## src/rtl/x_debouncer.sv

```systemverilog
// x_debouncer: synchronizes a raw pad/switch level and accepts a new level
// only after it has been seen for STABLE_CYCLES consecutive synchronized
// cycles. Produces the debounced level x plus one-cycle rise/fall pulses
// and a busy flag while a change is pending.
module x_debouncer #(
  parameter int SYNC_STAGES   = 2,
  parameter int STABLE_CYCLES = 4,
  parameter int CNT_W         = 8
) (
  input  logic clk,
  input  logic reset,
  input  logic din,
  output logic x,
  output logic rise,
  output logic fall,
  output logic busy
);

  typedef enum logic {
    STABLE  = 1'b0,
    PENDING = 1'b1
  } state_t;

  // Terminal count: the value cnt holds on the edge that accepts the new level.
  localparam logic [CNT_W-1:0] CNT_LAST = CNT_W'(STABLE_CYCLES - 1);
  localparam logic [CNT_W-1:0] CNT_ONE  = CNT_W'(1);

  logic             sync_reg [SYNC_STAGES];
  logic             s;
  state_t           state_reg;
  logic [CNT_W-1:0] cnt_reg;
  logic             x_reg;
  logic             rise_reg;
  logic             fall_reg;
  logic             busy_reg;

  // Synchronizer chain; din is read only by the first stage.
  generate
    for (genvar gi = 0; gi < SYNC_STAGES; gi++) begin : g_sync
      if (gi == 0) begin : g_first
        // First stage samples the asynchronous pad level.
        always_ff @(posedge clk) begin
          if (!reset) sync_reg[gi] <= 1'b0;
          else        sync_reg[gi] <= din;
        end
      end else begin : g_rest
        // Later stages shift the level down the chain.
        always_ff @(posedge clk) begin
          if (!reset) sync_reg[gi] <= 1'b0;
          else        sync_reg[gi] <= sync_reg[gi-1];
        end
      end
    end
  endgenerate

  assign s = sync_reg[SYNC_STAGES-1];

  // Debounce FSM: counts consecutive cycles where s differs from x and
  // commits s to x (with an edge pulse) once the count is complete.
  always_ff @(posedge clk) begin
    if (!reset) begin
      state_reg <= STABLE;
      cnt_reg   <= '0;
      x_reg     <= 1'b0;
      rise_reg  <= 1'b0;
      fall_reg  <= 1'b0;
      busy_reg  <= 1'b0;
    end else begin
      rise_reg <= 1'b0;
      fall_reg <= 1'b0;
      if (state_reg == STABLE) begin
        if (s != x_reg) begin
          if (STABLE_CYCLES == 1) begin
            // A single synchronized cycle is enough: accept immediately.
            x_reg    <= s;
            rise_reg <= s;
            fall_reg <= ~s;
            cnt_reg  <= '0;
          end else begin
            state_reg <= PENDING;
            cnt_reg   <= CNT_ONE;
            busy_reg  <= 1'b1;
          end
        end
      end else begin
        if (s == x_reg) begin
          // Glitch ended before the count completed: drop it silently.
          state_reg <= STABLE;
          cnt_reg   <= '0;
          busy_reg  <= 1'b0;
        end else if (cnt_reg == CNT_LAST) begin
          state_reg <= STABLE;
          cnt_reg   <= '0;
          busy_reg  <= 1'b0;
          x_reg     <= s;
          rise_reg  <= s;
          fall_reg  <= ~s;
        end else begin
          cnt_reg <= cnt_reg + CNT_ONE;
        end
      end
    end
  end

  assign x    = x_reg;
  assign rise = rise_reg;
  assign fall = fall_reg;
  assign busy = busy_reg;

endmodule

```

## config.mk

```make
export PLATFORM = sky130hd
export DESIGN_NAME = x_debouncer
export DESIGN_NICKNAME = d
export VERILOG_FILES = /design/src/rtl/x_debouncer.sv
export SDC_FILE = /design/constraint.sdc
export NUM_CORES = 1
export LEC_CHECK = 0
export BUFFER_PORTS_ARGS = -buffer_cell sky130_fd_sc_hd__buf_4
export CAP_MARGIN = 20
export CORE_MARGIN = 2
export CORE_UTILIZATION = 30
export DETAILED_ROUTE_END_ITERATION = 10
export GPL_TIMING_DRIVEN = 0
export PLACE_DENSITY = 0.53
export SETUP_SLACK_MARGIN = 0.2
export SLEW_MARGIN = 20
export SYNTH_ARGS = -nofsm -noshare
export SYNTH_HDL_FRONTEND = slang
export SYNTH_SLANG_ARGS = --single-unit
export TNS_END_PERCENT = 1
```

## constraint.sdc

```tcl
create_clock -name clk -period 2 [get_ports clk]
set_clock_uncertainty 0.05 [all_clocks]
set_input_delay 0.1 -clock clk [delete_from_list [all_inputs] [get_ports clk]]
set_output_delay 0.1 -clock clk [all_outputs]
set_load 0.05 [all_outputs]
```

==> Word-level counts from Yosys, hierarchy flattened <==
Memory sizes are Yosys's and may differ from the RTL's.
Cells that the tools add are included.
{ "op_classes": {"addsub": 1, "n_mul": 0, "div_mod_pow": 0, "n_lt_le_gt_ge": 0, "n_eq_ne": 4, "shifts": 0, "mux": 16, "bitwise_logic": 7, "n_reduce_logical": 4} }
{ "ops": {"columns": ["cell", "n"], "rows": [
  ["2-to-1 mux 8 bit", 4],
  ["2-to-1 mux 1 bit", 12],
  ["adder 8 x 1 -> 8 bit (second input constant)", 1],
  ["equality test 8 x 2 -> 1 bit (second input constant)", 1],
  ["NOT 1 bit", 5],
  ["OR reduction 4 bit", 1],
  ["inequality test 3 x 1 -> 1 bit (second input constant)", 1],
  ["AND reduction 3 bit", 1],
  ["bitwise OR 1 bit", 2],
  ["AND reduction 2 bit", 1],
  ["nonzero test 2 bit", 1],
  ["equality test 1 bit", 1],
  ["inequality test 1 bit", 1]
]} }
{ "word_totals": {"regBits": 13, "latch_bits": 0, "mem_bits_rw": 2, "romBits": 0, "in_bits": 3, "mem_count": 1} }
{ "memory_table": {"columns": ["memory", "words", "word_bits", "rd", "rd_ports_with_merged_regs", "write_ports", "line", "rtl"], "rows": [
  ["sync_reg", 2, 1, 2, 0, 2, "28", "logic sync_reg [SYNC_STAGES];"]
]} }

==> Logic depth before layout (Yosys ltp) <==
{ "depth": {"ltp_word": 4, "ltp_mapped": 6, "depth_no_buf": 5} }

==> Least setup slack after synthesis <==
OpenSTA, ideal clock, no wires.
{ "synth_timing": {"path_type": "register to register", "start": "register x_reg, in the netlist x", "end": "register cnt_reg[5]", "setup_time_ns": 0.075, "arrival_time_ns": 1.581, "t_required_ns": 1.875, "slack_ns": 0.294, "stages_incl_launch_ff": 5, "n_path_buf": 0, "cell_sequence": "dfxtp_1 -> xor2_2 -> nand2_2 -> or3_1 -> a31oi_1"} }
{ "synth_via": {"elab_chain_cells": 3} }
{ "synth_rtl": {"columns": ["item", "line", "rtl"], "rows": [
  ["start: declaration", "32", "logic x_reg;"],
  ["start signal: assignment", "75", "x_reg <= s;"],
  ["start signal: assignment", "95", "x_reg <= s;"],
  ["equality test 1 bit", "86", "if (s == x_reg) begin"],
  ["2-to-1 mux 8 bit", "86", null],
  ["2-to-1 mux 8 bit", "71", "if (state_reg == STABLE) begin"],
  ["end signal: assignment", "99", "cnt_reg <= cnt_reg + CNT_ONE;"],
  ["end: declaration", "31", "logic [CNT_W-1:0] cnt_reg;"]
]} }
Parallel ways exist; a longest one is shown, timed or not.
A chain may end at the register's enable or synchronous reset.

==> Final worst setup path <==
{ "layout_timing": {"start": "register cnt_reg[0]", "end": "register x_reg, in the netlist x"} }
{ "layout_via": {"elab_chain_cells": 2} }
{ "layout_rtl": {"columns": ["item", "line", "rtl"], "rows": [
  ["equality test 8 x 2 -> 1 bit", "91", "end else if (cnt_reg == CNT_LAST) begin"],
  ["AND reduction 3 bit (no line)", null, null]
]} }
No other way between the ends.

==> results by group <==
Timing
  • Peak Freq: 0.6158 GHz
  • Setup tns final: 0 ns
  • Fin crit share: 0.8120
  • Setup repair after global routing missed its margin: false
  • Final setup viols: 0
  • Final Hold Vio Count: 0
  • Min Tclk post-route: 1.624 ns
  • Max-slew headroom: 0.7185
  • Final-report max-slew violation count: 0
  • Least-Margin Pin Slew: 0.4197 ns
  • WHS: 0.05553 ns

Floorplanning
  • DIE HEIGHT: 51.68 µm
  • Initial Util: 0.3143
  • Row cnt: 17
  • Die width: 51.68 µm
  • Ports: 7
  • Core ar.: 2170 µm²
  • Die ar.: 2670 µm²

Placement
  • I/O Buffers: 5
  • Dpl cells: 112
  • RD Place Congestion: 0.8120
  • HPWL Detailed: 929.1 µm
  • Placed cell areas: 754.5 µm²

Layout
  • Diode count: 0
  • Multi-input logic area: 371.6 µm²
  • Non-filler cells in the finished layout: 117
  • Reg area: 300.3 µm²
  • Fin nets: 95
  • P&R area growth vs syn: 18.72%
  • Fin area: 809.5 µm²
  • Max reg flops: 8
  • Fill count: 243
  • Share of cells above drive strength 1: 0.2022

Setup path
  • Critical path class: flop to flop
  • R2R depth: 6
  • CP endpoint: x
  • Req. time, crit path: 2.14 ns
  • RR Endpoint: x
  • Start point of the critical path: cnt_reg[0]
  • CP arrival: 1.76 ns
  • Reg-to-reg slack, setup: 0.38 ns
  • R2r startpoint: cnt_reg[0]
  • Worst Path Max Fanout: 5
  • Crit end category: flop
  • Crit start category: flop

CTS
  • H-tree depth: 1
  • Clock sink count: 15
  • Root buffer cell: clkbuf_4
  • CTS tree: yes
  • Clock buffer depth: 2
  • Clock Latency Late Sink: 0.29 ns
  • CTS Buf Count: 3
  • Worst-path clk slew: 0.10 ns

Logic synthesis
  • Post-Synth XOR/XNOR Area: 0.03670
  • Synth Warn #: 0
  • Mapped Area: 681.9 µm²
  • Post-synthesis adder-cell area fraction: 0.03670
  • Post-Syn Nets: 84
  • Multiplexer area fraction after synthesis: 0.01468
  • Largest family of logic cells by synthesized area: simple AND/OR/NAND/NOR gates
  • Post-Synth Simple-Gate Area: 0.2587
  • Distinct cell type count after synthesis: 31
  • Post-synthesis compound-gate area fraction: 0.1761
  • Cells after Synth: 79
  • Sequential share of the synthesized area: 0.4404
  • Avg Cell Area, Syn: 8.632 µm²
  • Yosys reg bits: 15

Min path
  • Worst min path class: primary input to flop

Detailed routing
  • Drt pass-1 iters: 4
  • Met3 WL: 48 µm
  • Met2 routed WL: 536 µm
  • Wirelength per Cell: 10.77 µm
  • Metal-1 WL: 675 µm
  • Vias per cell: 4.915
  • Initial DRC count: 17
  • Post-route ant nets: 0
  • DR top layer: met3
  • DRT Wirelength: 1260 µm
  • Number of remaining DRC errors: 0
  • Total number of vias: 575

Global route
  • Pin count of the biggest net entering global routing: 11
  • Global route overflow: 0
  • First-pass GRT wire length: 2277 µm
  • Initial antenna violation count: 0
  • Vias in the first global route: 509
  • GRT Util Overall: 0.1155

Power
  • Pleak: 0.2825 nW
  • Worst vdd ir: 0.3582 mV
  • Power per cell area: 636.8 nW/µm²

Run status
  • Outcome: finished clean

Job
  • Max-cap violation count: 0
==> Yosys cell counts (all sizes together) <==
| cell type | instances | area share |
|---|---|---|
| a21oi | 7 | 0.051 |
| and3 | 1 | 0.0092 |
| a211oi | 1 | 0.011 |
| and2 | 2 | 0.018 |
| o221a | 1 | 0.017 |
| xor2 | 1 | 0.024 |
| buf | 2 | 0.015 |
| or3 | 3 | 0.028 |
| nor4b | 1 | 0.013 |
| nand4 | 1 | 0.0092 |
| xnor2 | 1 | 0.013 |
| o21ai | 3 | 0.022 |
| nand2 | 9 | 0.053 |
| o22ai | 2 | 0.018 |
| clkinv | 1 | 0.0055 |
| or2 | 2 | 0.018 |
| nor3 | 5 | 0.037 |
| a31oi | 1 | 0.0092 |
| nor2 | 5 | 0.028 |
| inv | 3 | 0.017 |
| a2bb2oi | 1 | 0.013 |
| o32ai | 1 | 0.013 |
| o21a | 1 | 0.011 |
| a22oi | 1 | 0.011 |
| nand3 | 3 | 0.022 |
| mux2i | 1 | 0.015 |
| dfxtp | 15 | 0.44 |
| nand2b | 1 | 0.0092 |
| ha | 2 | 0.037 |
| and4 | 1 | 0.015 |
==> layer usage <==
layer  track usage  vias to the layer above
li1              -                      305
met1        0.1592                      258
met2        0.1645                       12
met3       0.05172                        0
met4       0.02632                        0
met5             0                        -
==> metrics by stage <==
stage	util	power, mW	setup slack [ns]
2_1_floorplan	-	0.3345	0.2940
3_3_place_gp	0.3478	0.3430	0.2000
3_5_place_dp	0.3478	0.3428	0.1715
4_1_cts	0.3691	0.5249	0.3182
5_1_grt	0.3731	0.5450	0.2332
6_report	0.3731	0.5155	0.3760
==> critical path, cell delays in order (launching register included) <==
cell and delay (ns):
dfxtp_1 0.41, ha_1 0.22, nor4b_4 0.26, and3_1 0.19
buf_2 0.15, mux2i_1 0.18, nor2_1 0.05
==> worst min-delay path by stage <==
| stage | startpoint | endpoint | slack (ns) | depth (start not counted) |
|---|---|---|---|---|
| after floorplan | din | sync_reg[0] | 0.17 | 1 |
| after global placement | din | sync_reg[0] | 0.26 | 2 |
| after detailed placement | din | sync_reg[0] | 0.26 | 2 |
| after CTS | reset | rise | 0.05 | 3 |
| after global routing | reset | rise | 0.08 | 3 |
| final | reset | rise | 0.06 | 3 |
==> report_power, final <==
group / switching, mW / leakage [nW] / internal [mW]
Combinational: 0.0186 / 0.147 / 0.0115
Sequential: 0.00410 / 0.122 / 0.303
Clock: 0.102 / 0.0139 / 0.0759
==> placed cells by master (no fill, tap or decap), drive strengths merged, types with 3 or more instances in the layout <==
cell type / instances
clkbuf: 3
nand2: 9
nand3: 3
nor3: 5
inv: 3
nor2: 5
or3: 3
o21ai: 3
buf: 7
a21oi: 7
dfxtp: 15
==> cell type report <==
type / count / share of cell area
multi-input cells: 58 / 0.4590
flip-flops and latches: 15 / 0.3709
repair buffers: 6 / 0.05873
well taps: 28 / 0.04328
clock buffers: 3 / 0.02782
inverters: 4 / 0.01855
plain buffers: 2 / 0.01236
clock inverters: 1 / 0.009274
==> cells by family (layout without fill, tap and decap cells) <==
| group | count (synthesis) | count (layout) |
|---|---|---|
| and+or+nand+nor | 34 | 34 |
| AOI/OAI and AO/OA | 19 | 19 |
| DFF | 15 | 15 |
| buffers and inverters | 6 | 16 |
| adders and majority gates | 2 | 2 |
| xor gates and xnor gates | 2 | 2 |
| muxes | 1 | 1 |
==> timing repair <==
action / 4_1_cts / 5_1_grt
gates resized for setup: 1 / 1
hold buffers: 1 / 0
endpoints found under the hold margin: 1 / 0
buffers inserted: 0 / 0
endpoints found under the setup margin: 2 / 2
No activity file was read; power rests on OpenSTA's default activity.
